## src/rtl/serial_adder_pkg.sv

```systemverilog
// rtl/serial_adder_pkg.sv - shared types and helpers for the bit-serial adder
package serial_adder_pkg;

  typedef enum logic [1:0] {
    S_IDLE = 2'd0,
    S_RUN  = 2'd1,
    S_DONE = 2'd2
  } state_t;

  // Bit-position counter width; never below one bit so the counter always exists.
  function automatic int count_width(input int n);
    return (n <= 2) ? 1 : $clog2(n);
  endfunction

endpackage

```

## src/rtl/serial_adder_adder_1.sv

```systemverilog
// rtl/serial_adder_adder_1.sv - adder_1 single-bit full-adder cell
module adder_1 (
  input  logic a,
  input  logic b,
  input  logic c_in,
  output logic sum,
  output logic c_out
);

  assign sum   = a ^ b ^ c_in;
  assign c_out = (a & b) | (a & c_in) | (b & c_in);

endmodule

```

## src/rtl/serial_adder.sv

```systemverilog
// rtl/serial_adder.sv - bit-serial N-bit adder around one adder_1 cell, LSB first
// Optional subtract mode under `SERIAL_ADDER_SUB_EN (adds the sub port).
module serial_adder
  import serial_adder_pkg::*;
#(
  parameter int N = 32
) (
  input  logic         clk,
  input  logic         rst,
  input  logic         in_valid,
  output logic         in_ready,
  input  logic [N-1:0] a,
  input  logic [N-1:0] b,
  input  logic         c_in,
`ifdef SERIAL_ADDER_SUB_EN
  input  logic         sub,
`endif
  output logic         out_valid,
  input  logic         out_ready,
  output logic [N-1:0] sum,
  output logic         c_out,
  output logic         overflow
);

  localparam int CW = count_width(N);
  localparam logic [CW-1:0] LAST = CW'(N - 1);

  state_t        state;
  logic [N-1:0]  a_sh;
  logic [N-1:0]  b_sh;
  logic [N-1:0]  sum_sh;
  logic          carry;
  logic [CW-1:0] count;
  logic          fa_sum;
  logic          fa_cout;
  logic [N-1:0]  b_load;
  logic          carry_load;

`ifdef SERIAL_ADDER_SUB_EN
  // Subtract is a + ~b + 1; the caller's carry-in is overridden.
  assign b_load     = sub ? ~b : b;
  assign carry_load = sub ? 1'b1 : c_in;
`else
  assign b_load     = b;
  assign carry_load = c_in;
`endif

  adder_1 u_adder_1 (
    .a     (a_sh[0]),
    .b     (b_sh[0]),
    .c_in  (carry),
    .sum   (fa_sum),
    .c_out (fa_cout)
  );

  assign in_ready  = (state == S_IDLE);
  assign out_valid = (state == S_DONE);
  assign sum       = sum_sh;

  always_ff @(posedge clk or posedge rst) begin
    if (rst) begin
      state    <= S_IDLE;
      a_sh     <= '0;
      b_sh     <= '0;
      sum_sh   <= '0;
      carry    <= 1'b0;
      count    <= '0;
      c_out    <= 1'b0;
      overflow <= 1'b0;
    end else begin
      case (state)
        S_IDLE: begin
          if (in_valid) begin
            a_sh  <= a;
            b_sh  <= b_load;
            carry <= carry_load;
            count <= '0;
            state <= S_RUN;
          end
        end
        S_RUN: begin
          sum_sh <= {fa_sum, sum_sh[N-1:1]};
          a_sh   <= a_sh >> 1;
          b_sh   <= b_sh >> 1;
          carry  <= fa_cout;
          if (count == LAST) begin
            // Carry into the MSB is the registered carry; carry out is the cell's.
            overflow <= carry ^ fa_cout;
            c_out    <= fa_cout;
            state    <= S_DONE;
          end else begin
            count <= count + 1'b1;
          end
        end
        S_DONE: begin
          if (out_ready) begin
            state <= S_IDLE;
          end
        end
        default: state <= S_IDLE;
      endcase
    end
  end

endmodule

```

## config.mk

```make
export PLATFORM = sky130hd
export DESIGN_NAME = serial_adder
export DESIGN_NICKNAME = d
export VERILOG_FILES = /design/src/rtl/serial_adder_pkg.sv /design/src/rtl/serial_adder_adder_1.sv /design/src/rtl/serial_adder.sv
export SDC_FILE = /design/constraint.sdc
export NUM_CORES = 1
export LEC_CHECK = 0
export CORE_UTILIZATION = 35
export CTS_CLUSTER_DIAMETER = 50
export DETAILED_ROUTE_END_ITERATION = 10
export MAX_ROUTING_LAYER = met4
export PLACE_DENSITY = 0.58
export REMOVE_ABC_BUFFERS = 1
export SYNTH_ARGS = -nofsm -noshare
export SYNTH_HDL_FRONTEND = slang
export SYNTH_SLANG_ARGS = --single-unit
```

## constraint.sdc

```tcl
create_clock -name clk -period 10.5 [get_ports clk]
set_input_delay 2.1 -clock clk [delete_from_list [all_inputs] [get_ports clk]]
set_output_delay 2.1 -clock clk [all_outputs]
set_load 0.005 [all_outputs]
```

==> flow_summary.json, run 1 <==
{
  "outcome": "completed",
  "top_level_ports": 105,
  "cts_tree": "built",
  "synthCells": 463,
  "via_per_inst": 4.58,
  "dr.pass1.iters": 4,
  "cts_hold_buffers": 0,
  "drtAntennaViolNets": 0,
  "routed_wl_um": 9440,
  "worstPathRequired_ns": 10.67,
  "fin_cells": 727,
  "nets": 623,
  "slew_headroom_pct": 23.2,
  "switching_power_w": 0.000597,
  "cp-start-kind": "input port",
  "min_period_over_period_pct": 35.8,
  "portBuffers": 104,
  "gp_congestion": 0.756,
  "postCtsSetupRepairBufs": 0,
  "drv_slew": 0,
  "grt.total_usage_pct": 15.0,
  "setup_violations": 0,
  "dieWidth_um": 118,
  "cts_buffers": 9,
  "clockRootBuffer": "clkbuf_16",
  "pre_cts_slack_ns": 6.37,
  "skew_ns": 0.0107,
  "hp-class": "reg -> reg",
  "antenna_cells": 0,
  "die_h_um": 118,
  "grt_max_degree": 131,
  "end_kind": "flop",
  "powerDensity_nw_per_um2": 285,
  "grt_first_pass_wirelength_um": 16100,
  "rsz0062_at_grt": "false",
  "dp_hpwl_um": 6220,
  "vdd_ir_drop_max_mv": 0.0938,
  "drive_above_1_share_pct": 4.68,
  "synth_warnings": 0,
  "worst_pin_slew_ns": 1.15,
  "post_drt_wl_per_cell_um": 13.0,
  "synthesis.area_um2": 4680,
  "ys_seq_area_share_pct": 56.7,
  "finalInstanceArea_um2": 6100,
  "place_inst": 712,
  "finalHoldViolCount": 0,
  "drv_cap": 0,
  "rows": 41,
  "syn_area_per_cell_um2": 10.1,
  "crit_type": "in -> reg",
  "grt-ovfl-total": 0,
  "crit_path_max_fanout": 130,
  "power_frac_clock_pct": 19.6,
  "antenna_found_initial": 0,
  "coreArea_um2": 12800,
  "final_cell_mix": "nand2_1 (163), dfrtp_1 (106), clkdlybuf4s50_1 (104), mux2i_1 (63), o21ai_1 (58)",
  "vias": 3331,
  "tns_ns": 0,
  "cts_resized": 0,
  "area_growth_pct": 30.4,
  "design.die.area_um2": 13800,
  "grt_pass1_vias": 3235,
  "seq_power_share_pct": 41.3,
  "fin_crit_ns": 3.76,
  "drcViolationCount": 0,
  "finalPower_w": 0.00174,
  "ys_types": 27,
  "start_util_pct": 36.5,
  "comb_power_share_pct": 39.1,
  "clk_path_buf_depth": 2,
  "drt_iter0_drc": 258,
  "clock_sinks": 106,
  "fmax_mhz": 266,
  "mostFrequentLayoutCell": "nand2_1",
  "ys_ff_latch": 106,
  "power.internal_w": 0.00114,
  "leakage_nw": 2.85,
  "insertion_delay_ns": 0.35,
  "p_sw_share_pct": 34.4,
  "htreeDepth": 3,
  "path_clk_slew_ns": 0.07,
  "nFillCells": 1226,
  "crit_arrival_ns": 3.93,
  "setup_slack_ns": 6.74,
  "dpl_cell_area_um2": 5800
}
synth_stat cells:
| master | count | area share [%] |
|---|---|---|
| nand2_1 | 163 | 13 |
| dfrtp_1 | 106 | 57 |
| mux2i_1 | 63 | 13 |
| o21ai_1 | 58 | 6.2 |
| buf_2 | 15 | 1.6 |
| o21ai_0 | 9 | 0.96 |
| buf_4 | 8 | 1.3 |
| a22o_1 | 5 | 0.94 |
| clkbuf_1 | 5 | 0.40 |
| inv_1 | 4 | 0.32 |
| nand2b_1 | 4 | 0.53 |
| buf_6 | 3 | 0.72 |
| mux2_2 | 3 | 0.72 |
| ha_1 | 2 | 0.53 |
| nor2_1 | 2 | 0.16 |
| nor2b_1 | 2 | 0.27 |
| a21oi_1 | 1 | 0.11 |
| a2bb2oi_1 | 1 | 0.19 |
| a32o_1 | 1 | 0.21 |
| and3_1 | 1 | 0.13 |
| fa_1 | 1 | 0.43 |
| nand3_1 | 1 | 0.11 |
| nand4b_1 | 1 | 0.19 |
| nor3b_1 | 1 | 0.16 |
| o21bai_1 | 1 | 0.16 |
| o311ai_1 | 1 | 0.19 |
| xor2_1 | 1 | 0.19 |
power by group through the flow:
stage / Sequential [W] / Combinational (W) / Clock [W]
3_3_place_gp: 0.000719 / 0.000672 / 0
4_1_cts: 0.000720 / 0.000695 / 0.000352
3_5_place_dp: 0.000727 / 0.000694 / 0
5_1_grt: 0.000744 / 0.000774 / 0.000367
6_report: 0.000718 / 0.000679 / 0.000341
2_1_floorplan: 0.000705 / 0.000491 / 0
cells by family after synthesis:
logic type	Yosys count	synth area share (%)
adder cells (fa/ha/maj)	3	0.963
flip-flops	106	56.7
AO/OA/AOI/OAI	77	8.96
AND/OR/NAND/NOR	175	14.6
multiplexers	66	14.2
XOR/XNOR	1	0.187
buffers and inverters	35	4.33
path summary, 6_finish.rpt:
check / slack [ns] / startpoint / end / cells after the start
setup / recovery: 6.74 / in_valid / a_sh[22] / 4
max in group asynchronous: 7.12 / rst / a_sh[22] / 3
hold / removal: 0.48 / sum[0] / sum[0] / 2
setup reg to reg: 7.88 / state[0] / overflow / 4
min in group asynchronous: 2.17 / rst / a_sh[26] / 2
hold reg to reg: 0.48 / sum[0] / sum[0] / 2
routing by layer:
layer	vias up	share of wire [%]	GRT usage, %
met5	-	0	-
met4	0	1.4	4.49
met3	11	4.7	3.78
met2	86	43	21.9
met1	1525	50	20.6
li1	1709	-	-
area by class of cell:
type | count | area (um^2) | share of cell area (%)
well taps | 172 | 215 | 3.53
inverters | 4 | 17.5 | 0.287
flip-flops and latches | 106 | 2650 | 43.5
repair buffers | 108 | 1070 | 17.6
clock buffers | 10 | 239 | 3.92
clock inverters | 5 | 62.6 | 1.03
multi-input cells | 322 | 1840 | 30.2
state kept, by name (all words and copies together), names as in the netlist:
register  flops
a_sh         32
b_sh         32
sum          32
count         5
state         2
c_out         1
carry         1
overflow      1
through the flow:
| step | hold slack [ns] | utilization [%] |
|---|---|---|
| 6_report | 0.482 | 47.6 |
| 2_1_floorplan | 0.449 | - |
| 3_3_place_gp | 0.457 | 45.2 |
| 3_5_place_dp | 0.473 | 45.2 |
| 5_1_grt | 0.510 | 47.6 |
| 4_1_cts | 0.490 | 47.6 |
critical path, cell delays in order:
cell	delay, ns
clkdlybuf4s50_1	0.52
o21bai_4	0.16
buf_4	0.88
o21ai_0	0.21
Note: power is estimated with default switching activity, not from simulation.
==> run 2: changes to the inputs <==
--- a/config.mk
+++ b/config.mk
@@ -9,7 +9,7 @@
 export CTS_CLUSTER_DIAMETER = 50
 export DETAILED_ROUTE_END_ITERATION = 10
 export MAX_ROUTING_LAYER = met4
-export PLACE_DENSITY = 0.58
+export PLACE_DENSITY = 0.6
 export REMOVE_ABC_BUFFERS = 1
 export SYNTH_ARGS = -nofsm -noshare
 export SYNTH_HDL_FRONTEND = slang
==> constraint.sdc (replaced) <==
create_clock -name clk -period 3.3 [get_ports clk]
set_input_delay 0.66 -clock clk [delete_from_list [all_inputs] [get_ports clk]]
set_output_delay 0.66 -clock clk [all_outputs]
set_load 0.005 [all_outputs]
==> run 2 against run 1 <==
Effect of this change: count of clock-buffer cells in the layout did not move; cell count rose by 0.55%; worst hold slack improved by 0.0020 ns; total power rose to 3.2 times the previous value; routed wire length fell by 1.7%; non-clock buffer count rose by 3; final area rose by 1.5%; clock power rose to 3.3 times the previous value; register-to-register slack got worse by 6.6 ns; utilization rose by 0.70 points; die area did not move.
==> flow_summary.json, run 2 (synthesis gave the netlist of run 1 again) <==
{
  "outcome": "completed",
  "vias": 3369,
  "clock_sinks": 106,
  "crit_path_max_incr_delay_ns": 0.53,
  "start_util_pct": 36.5,
  "nets": 626,
  "cts_hold_buffers": 0,
  "grt.total_usage_pct": 14.9,
  "dr.pass1.iters": 4,
  "fin_util_pct": 48.3,
  "grt-ovfl-total": 0,
  "slew_headroom_pct": 47.6,
  "rsz0062_at_grt": "false",
  "drv_cap": 0,
  "skew_ns": 0.00602,
  "drive_above_1_share_pct": 5.19,
  "grt_first_pass_wirelength_um": 16100,
  "path_clk_slew_ns": 0.07,
  "post_drt_wl_per_cell_um": 12.7,
  "routed_wl_um": 9270,
  "grt_max_degree": 63,
  "min_period_over_period_pct": 70.2,
  "final_cell_mix": "nand2_1 (163), dfrtp_1 (106), clkdlybuf4s50_1 (104), mux2i_1 (63), o21ai_1 (58)",
  "drv_slew": 0,
  "tns_ns": 0,
  "dp_hpwl_um": 6500,
  "worstPathRequired_ns": 2.64,
  "hp-class": "reg -> reg",
  "postCtsSetupRepairBufs": 0,
  "multi_input_area_um2": 1840,
  "gp_congestion": 0.719,
  "clk_path_buf_depth": 2,
  "antenna_found_initial": 0,
  "drt_iter0_drc": 173,
  "insertion_delay_ns": 0.34,
  "fmax_mhz": 431,
  "finalHoldViolCount": 0,
  "cts_tree": "built",
  "design.die.area_um2": 13800,
  "antenna_cells": 0,
  "seq_area_um2": 2650,
  "crit_type": "reg -> out",
  "htreeDepth": 3,
  "nFillCells": 1231,
  "worst_pin_slew_ns": 0.786,
  "crit_path_max_fanout": 12,
  "cts_buffers": 9,
  "path_cells": "nand2b_1 -> inv_1 -> clkdlybuf4s50_1",
  "die_h_um": 118,
  "via_per_inst": 4.61,
  "grt_pass1_vias": 3357,
  "top_level_ports": 105,
  "crit_arrival_ns": 1.66,
  "clockRootBuffer": "clkbuf_16",
  "powerDensity_nw_per_um2": 911,
  "drcViolationCount": 0,
  "rows": 41,
  "portBuffers": 104,
  "coreArea_um2": 12800,
  "slowest_stage": "dfrtp_1",
  "vdd_ir_drop_max_mv": 0.379,
  "mostFrequentLayoutCell": "nand2_1",
  "dieWidth_um": 118,
  "end_kind": "output pin",
  "cp-start-kind": "flop",
  "area_growth_pct": 32.4,
  "leakage_nw": 2.89,
  "cts_resized": 0,
  "drtAntennaViolNets": 0,
  "place_inst": 715,
  "fin_cells": 731,
  "setup_violations": 0,
  "fin_crit_ns": 2.32
}
==> run 2: worst paths after layout <==
kind / from / end / slack, ns / cells after the start
min in group asynchronous: rst / a_sh[8] / 0.73 / 2
max: state[0] / out_valid / 0.98 / 3
max reg2reg: state[1] / b_sh[7] / 1.30 / 4
min reg2reg: b_sh[1] / b_sh[1] / 0.48 / 2
max in group asynchronous: rst / sum[19] / 1.90 / 3
min: b_sh[1] / b_sh[1] / 0.48 / 2
==> run 2: cell type report <==
class / instances / area share (%)
tap: 172 / 3.48
multi-input combinational: 322 / 29.8
inverter: 4 / 0.283
clock buffer: 10 / 3.70
clock inverter: 6 / 1.46
timing repair buffer: 111 / 18.5
sequential: 106 / 42.8
==> run 2: through the flow <==
stage | worst slack [ns] | instance area [um^2] | total power, W | hold slack (ns)
5_1_grt | 0.901 | 6190 | 0.00612 | 0.505
6_report | 0.982 | 6190 | 0.00564 | 0.484
4_1_cts | 0.953 | 6190 | 0.00575 | 0.490
3_5_place_dp | 0.937 | 5870 | 0.00459 | 0.474
2_1_floorplan | -2.43 | 4490 | 0.00380 | 0.449
3_3_place_gp | 0.964 | 5870 | 0.00448 | 0.457
==> run 2: report_power, final <==
part / switching (W) / total (W) / internal [W]
Clock: 0.000472 / 0.00114 / 0.000668
Combinational: 0.00106 / 0.00222 / 0.00116
Sequential: 0.000376 / 0.00228 / 0.00191
==> run 2: routing by layer <==
layer / routed length (um) / vias up / share of wire (%) / GRT usage, %
li1: - / 1719 / - / -
met1: 4330 / 1566 / 47 / 18.5
met2: 4400 / 74 / 47 / 23.7
met3: 402 / 10 / 4.3 / 3.73
met4: 138 / 0 / 1.5 / 5.29
met5: 0 / - / 0 / -
==> run 2: worst max-delay path: cells and delay by family, from the launching register on <==
kind,cells,cell delay [ns]
flops,1,0.53
simple gates,1,0.23
buf+inv,2,0.55
